`src/rtl/neopixel_bit_encoder.sv`:
```
// neopixel_bit_encoder
// Takes 24-bit GRB pixel words over a valid/ready handshake and drives the
// single-wire WS2812 waveform, MSB first. Each bit is a fixed TBIT-cycle slot
// whose high time is T1H for a '1' and T0H for a '0'. A frame_end request
// inserts a TLATCH-cycle low period at the next pixel boundary so the LED
// strip latches the frame.

module neopixel_bit_encoder #(
    parameter int T0H    = 20,
    parameter int T1H    = 40,
    parameter int TBIT   = 63,
    parameter int TLATCH = 2500
) (
    input  logic        clock,
    input  logic        reset_n,
    input  logic [23:0] pix_data,
    input  logic        pix_valid,
    output logic        pix_ready,
    input  logic        frame_end,
    output logic        serial_out,
    output logic        busy,
    output logic        frame_done
);

    // Counter widths are sized one past the largest value they must hold, so
    // a degenerate parameter such as TLATCH=1 still yields a legal width.
    localparam int CW = $clog2(TBIT + 1);
    localparam int LW = $clog2(TLATCH + 1);

    localparam logic [CW-1:0] CYC_LAST = CW'(TBIT - 1);
    localparam logic [CW-1:0] T0H_C    = CW'(T0H);
    localparam logic [CW-1:0] T1H_C    = CW'(T1H);
    localparam logic [LW-1:0] LAT_LAST = LW'(TLATCH - 1);

    typedef enum logic [1:0] {
        IDLE  = 2'd0,
        SEND  = 2'd1,
        LATCH = 2'd2
    } state_t;

    state_t          state;
    state_t          state_next;

    logic [23:0]     shift_reg;
    logic [23:0]     shift_next;
    logic [4:0]      bit_cnt;
    logic [4:0]      bit_next;
    logic [CW-1:0]   cyc_cnt;
    logic [CW-1:0]   cyc_next;
    logic [LW-1:0]   lat_cnt;
    logic [LW-1:0]   lat_next;
    logic            latch_pend;
    logic            pend_next;
    logic            serial_next;

    logic            bit_end;
    logic            word_end;
    logic            lat_end;
    logic            pend_eff;
    logic            accept;

    // A frame_end arriving in the same cycle as a boundary counts as already
    // pending, so the latch wins over a pixel offered in that very cycle.
    assign pend_eff = latch_pend | frame_end;
    assign bit_end  = (state == SEND) && (cyc_cnt == CYC_LAST);
    assign word_end = bit_end && (bit_cnt == 5'd23);
    assign lat_end  = (state == LATCH) && (lat_cnt == LAT_LAST);
    assign accept   = pix_valid && pix_ready;

    // State register; reset aborts any pixel or latch in progress.
    always_ff @(posedge clock or negedge reset_n) begin
        if (!reset_n) begin
            state <= IDLE;
        end else begin
            state <= state_next;
        end
    end

    // Next-state decision: a pending latch beats a new pixel at every boundary.
    always_comb begin
        state_next = state;
        case (state)
            IDLE: begin
                if (pend_eff) begin
                    state_next = LATCH;
                end else if (accept) begin
                    state_next = SEND;
                end
            end
            SEND: begin
                if (word_end) begin
                    if (accept) begin
                        state_next = SEND;
                    end else if (pend_eff) begin
                        state_next = LATCH;
                    end else begin
                        state_next = IDLE;
                    end
                end
            end
            LATCH: begin
                if (lat_end) begin
                    state_next = IDLE;
                end
            end
            default: begin
                state_next = IDLE;
            end
        endcase
    end

    // Handshake and status outputs; ready only opens at a pixel boundary.
    always_comb begin
        pix_ready  = 1'b0;
        busy       = (state != IDLE);
        frame_done = lat_end;
        if (reset_n && !pend_eff) begin
            if (state == IDLE) begin
                pix_ready = 1'b1;
            end else if (word_end) begin
                pix_ready = 1'b1;
            end
        end
    end

    // Datapath next values: shifter, bit/cycle counters, latch timer, pending flag.
    always_comb begin
        shift_next = shift_reg;
        bit_next   = bit_cnt;
        cyc_next   = cyc_cnt;
        lat_next   = '0;
        pend_next  = latch_pend;

        if (accept) begin
            shift_next = pix_data;
            bit_next   = 5'd0;
            cyc_next   = '0;
        end else if (state == SEND) begin
            if (word_end) begin
                shift_next = shift_reg << 1;
                bit_next   = 5'd0;
                cyc_next   = '0;
            end else if (bit_end) begin
                shift_next = shift_reg << 1;
                bit_next   = bit_cnt + 5'd1;
                cyc_next   = '0;
            end else begin
                cyc_next   = cyc_cnt + CW'(1);
            end
        end

        if ((state == LATCH) && !lat_end) begin
            lat_next = lat_cnt + LW'(1);
        end

        if (lat_end) begin
            pend_next = 1'b0;
        end else if (frame_end && (state != LATCH)) begin
            pend_next = 1'b1;
        end
    end

    // The line level is computed from the values the counters take next, so
    // the registered output lines up with the cycle count it belongs to and
    // the first high cycle appears right after the accepting edge.
    always_comb begin
        serial_next = 1'b0;
        if (state_next == SEND) begin
            serial_next = (cyc_next < (shift_next[23] ? T1H_C : T0H_C));
        end
    end

    // Datapath registers, including the registered data line.
    always_ff @(posedge clock or negedge reset_n) begin
        if (!reset_n) begin
            shift_reg  <= '0;
            bit_cnt    <= '0;
            cyc_cnt    <= '0;
            lat_cnt    <= '0;
            latch_pend <= 1'b0;
            serial_out <= 1'b0;
        end else begin
            shift_reg  <= shift_next;
            bit_cnt    <= bit_next;
            cyc_cnt    <= cyc_next;
            lat_cnt    <= lat_next;
            latch_pend <= pend_next;
            serial_out <= serial_next;
        end
    end

endmodule

```
`config.mk`:
```
export PLATFORM = sky130hd
export DESIGN_NAME = neopixel_bit_encoder
export DESIGN_NICKNAME = d
export VERILOG_FILES = /design/src/rtl/neopixel_bit_encoder.sv
export SDC_FILE = /design/constraint.sdc
export NUM_CORES = 1
export LEC_CHECK = 0
export CAP_MARGIN = 40
export CORE_MARGIN = 2
export CORE_UTILIZATION = 50
export DETAILED_ROUTE_END_ITERATION = 16
export PLACE_DENSITY = 0.8
export SLEW_MARGIN = 20
export SYNTH_ARGS = -nofsm -noshare
export SYNTH_HDL_FRONTEND = slang
export SYNTH_SLANG_ARGS = --single-unit
export TNS_END_PERCENT = 10
```
`constraint.sdc`:
```
create_clock -name clock -period 3.95 [get_ports clock]
set_clock_uncertainty 0.2 [all_clocks]
set_input_delay 0.79 -clock clock [delete_from_list [all_inputs] [get_ports clock]]
set_output_delay 0.79 -clock clock [all_outputs]
set_load 0.005 [all_outputs]
```
# ---- Word level (Yosys, flattened, before mapping)
# Cells that the tools add are included.
dict set report totals {
  reg_bits 51
  out_inout_bits 4
  wordCells 62
}
dict set report op_classes {
  magnitude_cmp 1
  addsub 3
  mux 27
  n_bitwise 1
  n_eq_ne 7
  n_reduce_logical 15
}
# operator count
set op_table {}
lappend op_table {{two-way mux 24 bit} 4}
lappend op_table {{two-way mux 6 bit} 5}
lappend op_table {{two-way mux 5 bit} 4}
lappend op_table {{adder 12 x 1 -> 12 bit (second input constant)} 1}
lappend op_table {{== test 12 bit (second input constant)} 1}
lappend op_table {{two-way mux 12 bit} 1}
lappend op_table {{two-way mux 2 bit} 6}
lappend op_table {{logical AND 1 bit} 7}
lappend op_table {{adder 6 x 1 -> 6 bit (second input constant)} 1}
lappend op_table {{== test 6 bit (second input constant)} 1}
lappend op_table {{< comparator 6 bit} 1}
lappend op_table {{two-way mux 1 bit} 6}
lappend op_table {{case mux 2 bit (3 select lines)} 1}
lappend op_table {{nonzero test 2 bit} 3}
lappend op_table {{adder 5 x 1 -> 5 bit (second input constant)} 1}
lappend op_table {{== test 5 bit (second input constant)} 1}
lappend op_table {{== test 2 x 1 -> 1 bit (second input constant)} 2}
lappend op_table {{nonzero test 3 bit} 1}
lappend op_table {{== test 2 bit (second input constant)} 1}
lappend op_table {{zero test 1 bit} 2}
lappend op_table {{zero test 2 bit} 1}
lappend op_table {{!= test 2 bit (second input constant)} 1}
lappend op_table {{AND reduction 2 bit} 1}
lappend op_table {{bitwise OR 1 bit} 1}

# ---- Depth between registers and ports, before layout
dict set report depth {
  ltp_word 12
  mapped_depth 14
  depth_no_buf 11
}

# ---- Least setup slack after synthesis
# No wires, ideal clock.
dict set report synth_path {
  path_kind {input port to flip-flop}
  startpoint {input port frame_end}
  endpoint {register serial_out}
  n_path_buf 1
  slack_ps 931
  required_time_ps 3656
  arrival_ps 2725
  cell_stages 9
  cell_sequence {nand4bb_1 clkbuf_1 nor2_1 nor3_1 ha_1 a21o_1 a21o_1 a311o_1 a211oi_1}
}
dict set report synth_via {
  elab_cells_between_ends 17
  classes_between {order compare (1); eq/ne (1); mux (11); bitwise (1); reduce/logical (3)}
}
# element line_no
set synth_rtl {}
lappend synth_rtl {{start, declared} 19} ;# input logic frame_end,
lappend synth_rtl {{bitwise OR 1 bit} 64} ;# assign pend_eff = latch_pend | frame_end;
lappend synth_rtl {{zero test 1 bit} 117} ;# if (reset_n && !pend_eff) begin
lappend synth_rtl {{logical AND 1 bit} 117}
lappend synth_rtl {{two-way mux 1 bit} 117}
lappend synth_rtl {{logical AND 1 bit} 68} ;# assign accept = pix_valid && pix_ready;
lappend synth_rtl {{two-way mux 6 bit} 134} ;# if (accept) begin
lappend synth_rtl {{named net cyc_next[4]} 49} ;# logic [CW-1:0] cyc_next;
lappend synth_rtl {{< comparator 6 bit} 169} ;# serial_next = (cyc_next < (shift_next[23] ? T1H_C : T0H_C));
lappend synth_rtl {{two-way mux 1 bit} 168} ;# if (state_next == SEND) begin
lappend synth_rtl {{named net serial_next} 54} ;# logic serial_next;
lappend synth_rtl {{end signal, assigned} 188} ;# serial_out <= serial_next;
lappend synth_rtl {{end, declared} 20} ;# output logic serial_out,
# The timed path passes the listed nets, and every way through them passes these cells.
# A chain may end at the register's enable or synchronous reset.

# ---- Worst setup path in the final report
dict set report layout_path {
  startpoint {input port frame_end}
  endpoint {register serial_out}
}
dict set report layout_via {
  elab_chain_cells 10
  elab_cells_between_ends 17
  classes_between {order compare (1); eq/ne (1); mux (11); bitwise (1); reduce/logical (3)}
}
# element line_no
set layout_rtl {}
lappend layout_rtl {{bitwise OR 1 bit (*)} 64}
lappend layout_rtl {{branches (longest 8 deep; another with < comparator 6 bit)} -}
lappend layout_rtl {{two-way mux 1 bit (*)} 168}
lappend layout_rtl {{named net serial_next} 54}
# Mark *: on every way through the listed nets, which the timed path passes.

==> flow_summary.yaml <==
drt:
  drcViolationCount: 0
  vias_per_cell: 5.70
  via_count: 2250
  antenna_left: 0
  drtIter0Drc: 211
  avgRoutedWirePerCell_um: 15.0
  first_pass_iters: 4
  drt_wl_total_um: 5920
synth:
  syn_inst: 293
  synth_top_family_by_area: "simple AND/OR/NAND/NOR gates"
  synth-compound-area-share_pct: 20.3
  yosys.area_share.adder_pct: 2.95
  ys_warn_count: 0
  synth_edf_count: 0
  synth_nets: 328
  ys_seq_elements: 51
  synthArstFlopShare_pct: 100
  synthMuxAreaShare_pct: 1.10
  avgSynthCellArea_um2: 10.1
  synth-simple-area-share_pct: 22.6
  synth.distinct_cells: 43
  synth-xor-area-share_pct: 4.13
  mappedNetlistArea_um2: 2970
  synthFlopType: "dfrtp_1"
  synth-seq-area-share_pct: 43.0
global_route:
  grtUsageMet1_pct: 28.5
  grt_pass1_vias: 2154
  grt_util_met3_pct: 3.22
  antenna_found_initial: 0
  met2_usage_pct: 30.7
  grt_overflow_total: 0
  grt_max_degree: 52
  grt.total_usage_pct: 19.8
  grt-busiest-layer: "met2"
  grt_pass1_wl_um: 10200
layout:
  multi_input_area_um2: 1520
  largest_reg_flops: 24
  antenna_cells: 0
  final_common_cell: "nand2_1"
  finalNetCount: 354
  layoutNonFillerInstCount: 395
  layout-drive-gt1-share_pct: 13.1
  layout_common_cells: "57 x nand2_1, 51 x dfrtp_1, 30 x clkdlybuf4s50_1, 28 x nor3_1, 22 x nor2_1"
  regArea_um2: 1280
  fillers: 525
  area_delta_synth_final_pct: 14.8
pwr:
  p_leak_nw: 1.35
  p_per_area_nw_per_um2: 380
  max-vdd-ir-drop_mv: 0.179
worst_setup_path:
  end_kind: "flop"
  critical_path_arrival_ns: 3.38
  critPathKind: "in2reg"
  r2r-start: "bit_cnt[0]$_DFFE_PN0P_"
  cp_num_buf_inv: 2
  crit_path_cell_trace: "clkdlybuf4s50_1 -> nand4bb_1 -> or2_2 -> buf_4 -> a21oi_2 -> ha_1 -> a21o_1 -> a311o_1 -> a211oi_1"
  crit_path_max_incr_delay_ns: 0.43
  reg2regPathDepth: 11
  r2r-end: "serial_out$_DFF_PN0_"
  critPathSlowestCell: "clkdlybuf4s50_1"
  start_kind: "primary input"
  crit_fanout: 25
  path_delay_family: "compound AO/OA/AOI/OAI gates"
  cp.required_ns: 3.95
  rrSetupSlack_ns: 0.61
die:
  fp.dieH_um: 81.0
  die_w_um: 81.0
  start_util_pct: 51.0
  fp.coreArea_um2: 5820
  ios: 32
  rows: 28
  die-area_um2: 6570
placement:
  place.detailed.hpwl_um: 4030
  gp_congestion: 0.846
  dp_cells: 387
  io_buffers: 31
timing:
  setup_viol: 0
  clock.fmax_mhz: 296
  period_share_pct: 85.6
  tightest_slew_ns: 0.637
  hold_viol_final: 0
  relSlewSlack_pct: 57.5
  tns_ns: 0
  slew_viol_final: 0
  timing.final.crit_period_ns: 3.38
  rsz0062_at_grt: "false"
clock_tree:
  clkLatencyLatePin_ns: 0.30
  cts_buffer_depth: 2
  cts_resized: 0
  cts_made_buffers: 5
  h-tree-depth: 2
  clock_sinks: 51
  cts_tree: "built"
  cts_hold_buf: 0
  clk_pin_slew_ns: 0.09
  cts_root_buf: "clkbuf_8"
  post_cts_buffers: 0
run_status:
  status: "complete, no violations"
min_path:
  hold_class: "reg2reg"
  whs_path_depth: 1
  whs_endpoint: "lat_cnt[0]$_DFF_PN0_"
  min_from: "lat_cnt[0]$_DFF_PN0_"
flow_run:
  maxCapViolCount: 0
[cell usage after synthesis (3+ instances only)]
library cell / instances / area, um2
buf_2: 7 / 35.0
o21ai_0: 3 / 15.0
nand2_1: 57 / 214
nand3_1: 10 / 50.1
nor2_1: 22 / 82.6
a31oi_1: 5 / 31.3
a31oi_4: 20 / 425
nor3_1: 28 / 140
a21oi_1: 7 / 35.0
or3_1: 3 / 18.8
nand4_1: 7 / 43.8
clkbuf_1: 7 / 26.3
inv_1: 7 / 26.3
a21o_1: 4 / 30.0
xnor2_1: 5 / 43.8
ha_1: 7 / 87.6
dfrtp_1: 51 / 1280
xor2_1: 9 / 78.8
buf_4: 3 / 22.5
[per-stage QoR]
step                      area (um2)  hold WS (ns)  total power [mW]  worst slack [ns]  utilization [%]
after floorplan                 2970         0.248             0.846             0.931                -
after global placement          3290         0.267             0.915             0.402             56.5
after detailed placement        3290         0.293             0.928             0.311             56.5
after CTS                       3400         0.306              1.30             0.619             58.5
after global routing            3400         0.321              1.37             0.446             58.5
final                           3400         0.304              1.29             0.570             58.5
[worst reg2reg max path, delay by kind of cell (launching register included)]
kind / cells / cell delay (ns)
buffers and inverters: 1 / 0.47
adders and majority gates: 2 / 0.45
AOI/OAI and AO/OA: 6 / 1.24
and+or+nand+nor: 2 / 0.47
DFF: 1 / 0.42
[metal layers]
metal,up-vias,share of wire [%]
li1,1085,-
met1,1108,48
met2,47,48
met3,10,2.6
met4,0,1.1
met5,-,0
[cell type report]
type / instances / area share [%]
Inverter: 7 / 0.772
Sequential cell: 51 / 37.5
Timing Repair Buffer: 40 / 11.0
Clock inverter: 2 / 1.03
Tap cell: 75 / 2.76
Multi-Input combinational cell: 214 / 44.6
Clock buffer: 6 / 2.43
[cell families after synthesis]
kind of cell | count (synthesis)
multiplexers | 3
XOR/XNOR | 14
AO/OA/AOI/OAI | 47
adder cells (fa/ha/maj) | 7
flip-flops | 51
AND/OR/NAND/NOR | 143
buffers and inverters | 28
[power by group]
| part | total (mW) | internal [mW] | switching (mW) |
|---|---|---|---|
| registers | 0.672 | 0.596 | 0.0765 |
| logic | 0.248 | 0.132 | 0.116 |
| clock network | 0.372 | 0.205 | 0.167 |
[how the worst max path moves through the flow]
stage                    from                   end  slack, ns  cells past startpoint
CTS                 frame_end  serial_out$_DFF_PN0_       0.62                      9
finish              frame_end  serial_out$_DFF_PN0_       0.57                      9
detailed placement  frame_end  serial_out$_DFF_PN0_       0.31                      9
global route        frame_end  serial_out$_DFF_PN0_       0.45                      9
floorplan           frame_end  serial_out$_DFF_PN0_       0.93                      9
global placement    frame_end  serial_out$_DFF_PN0_       0.40                      9
Power figures use the tool's default switching activity.
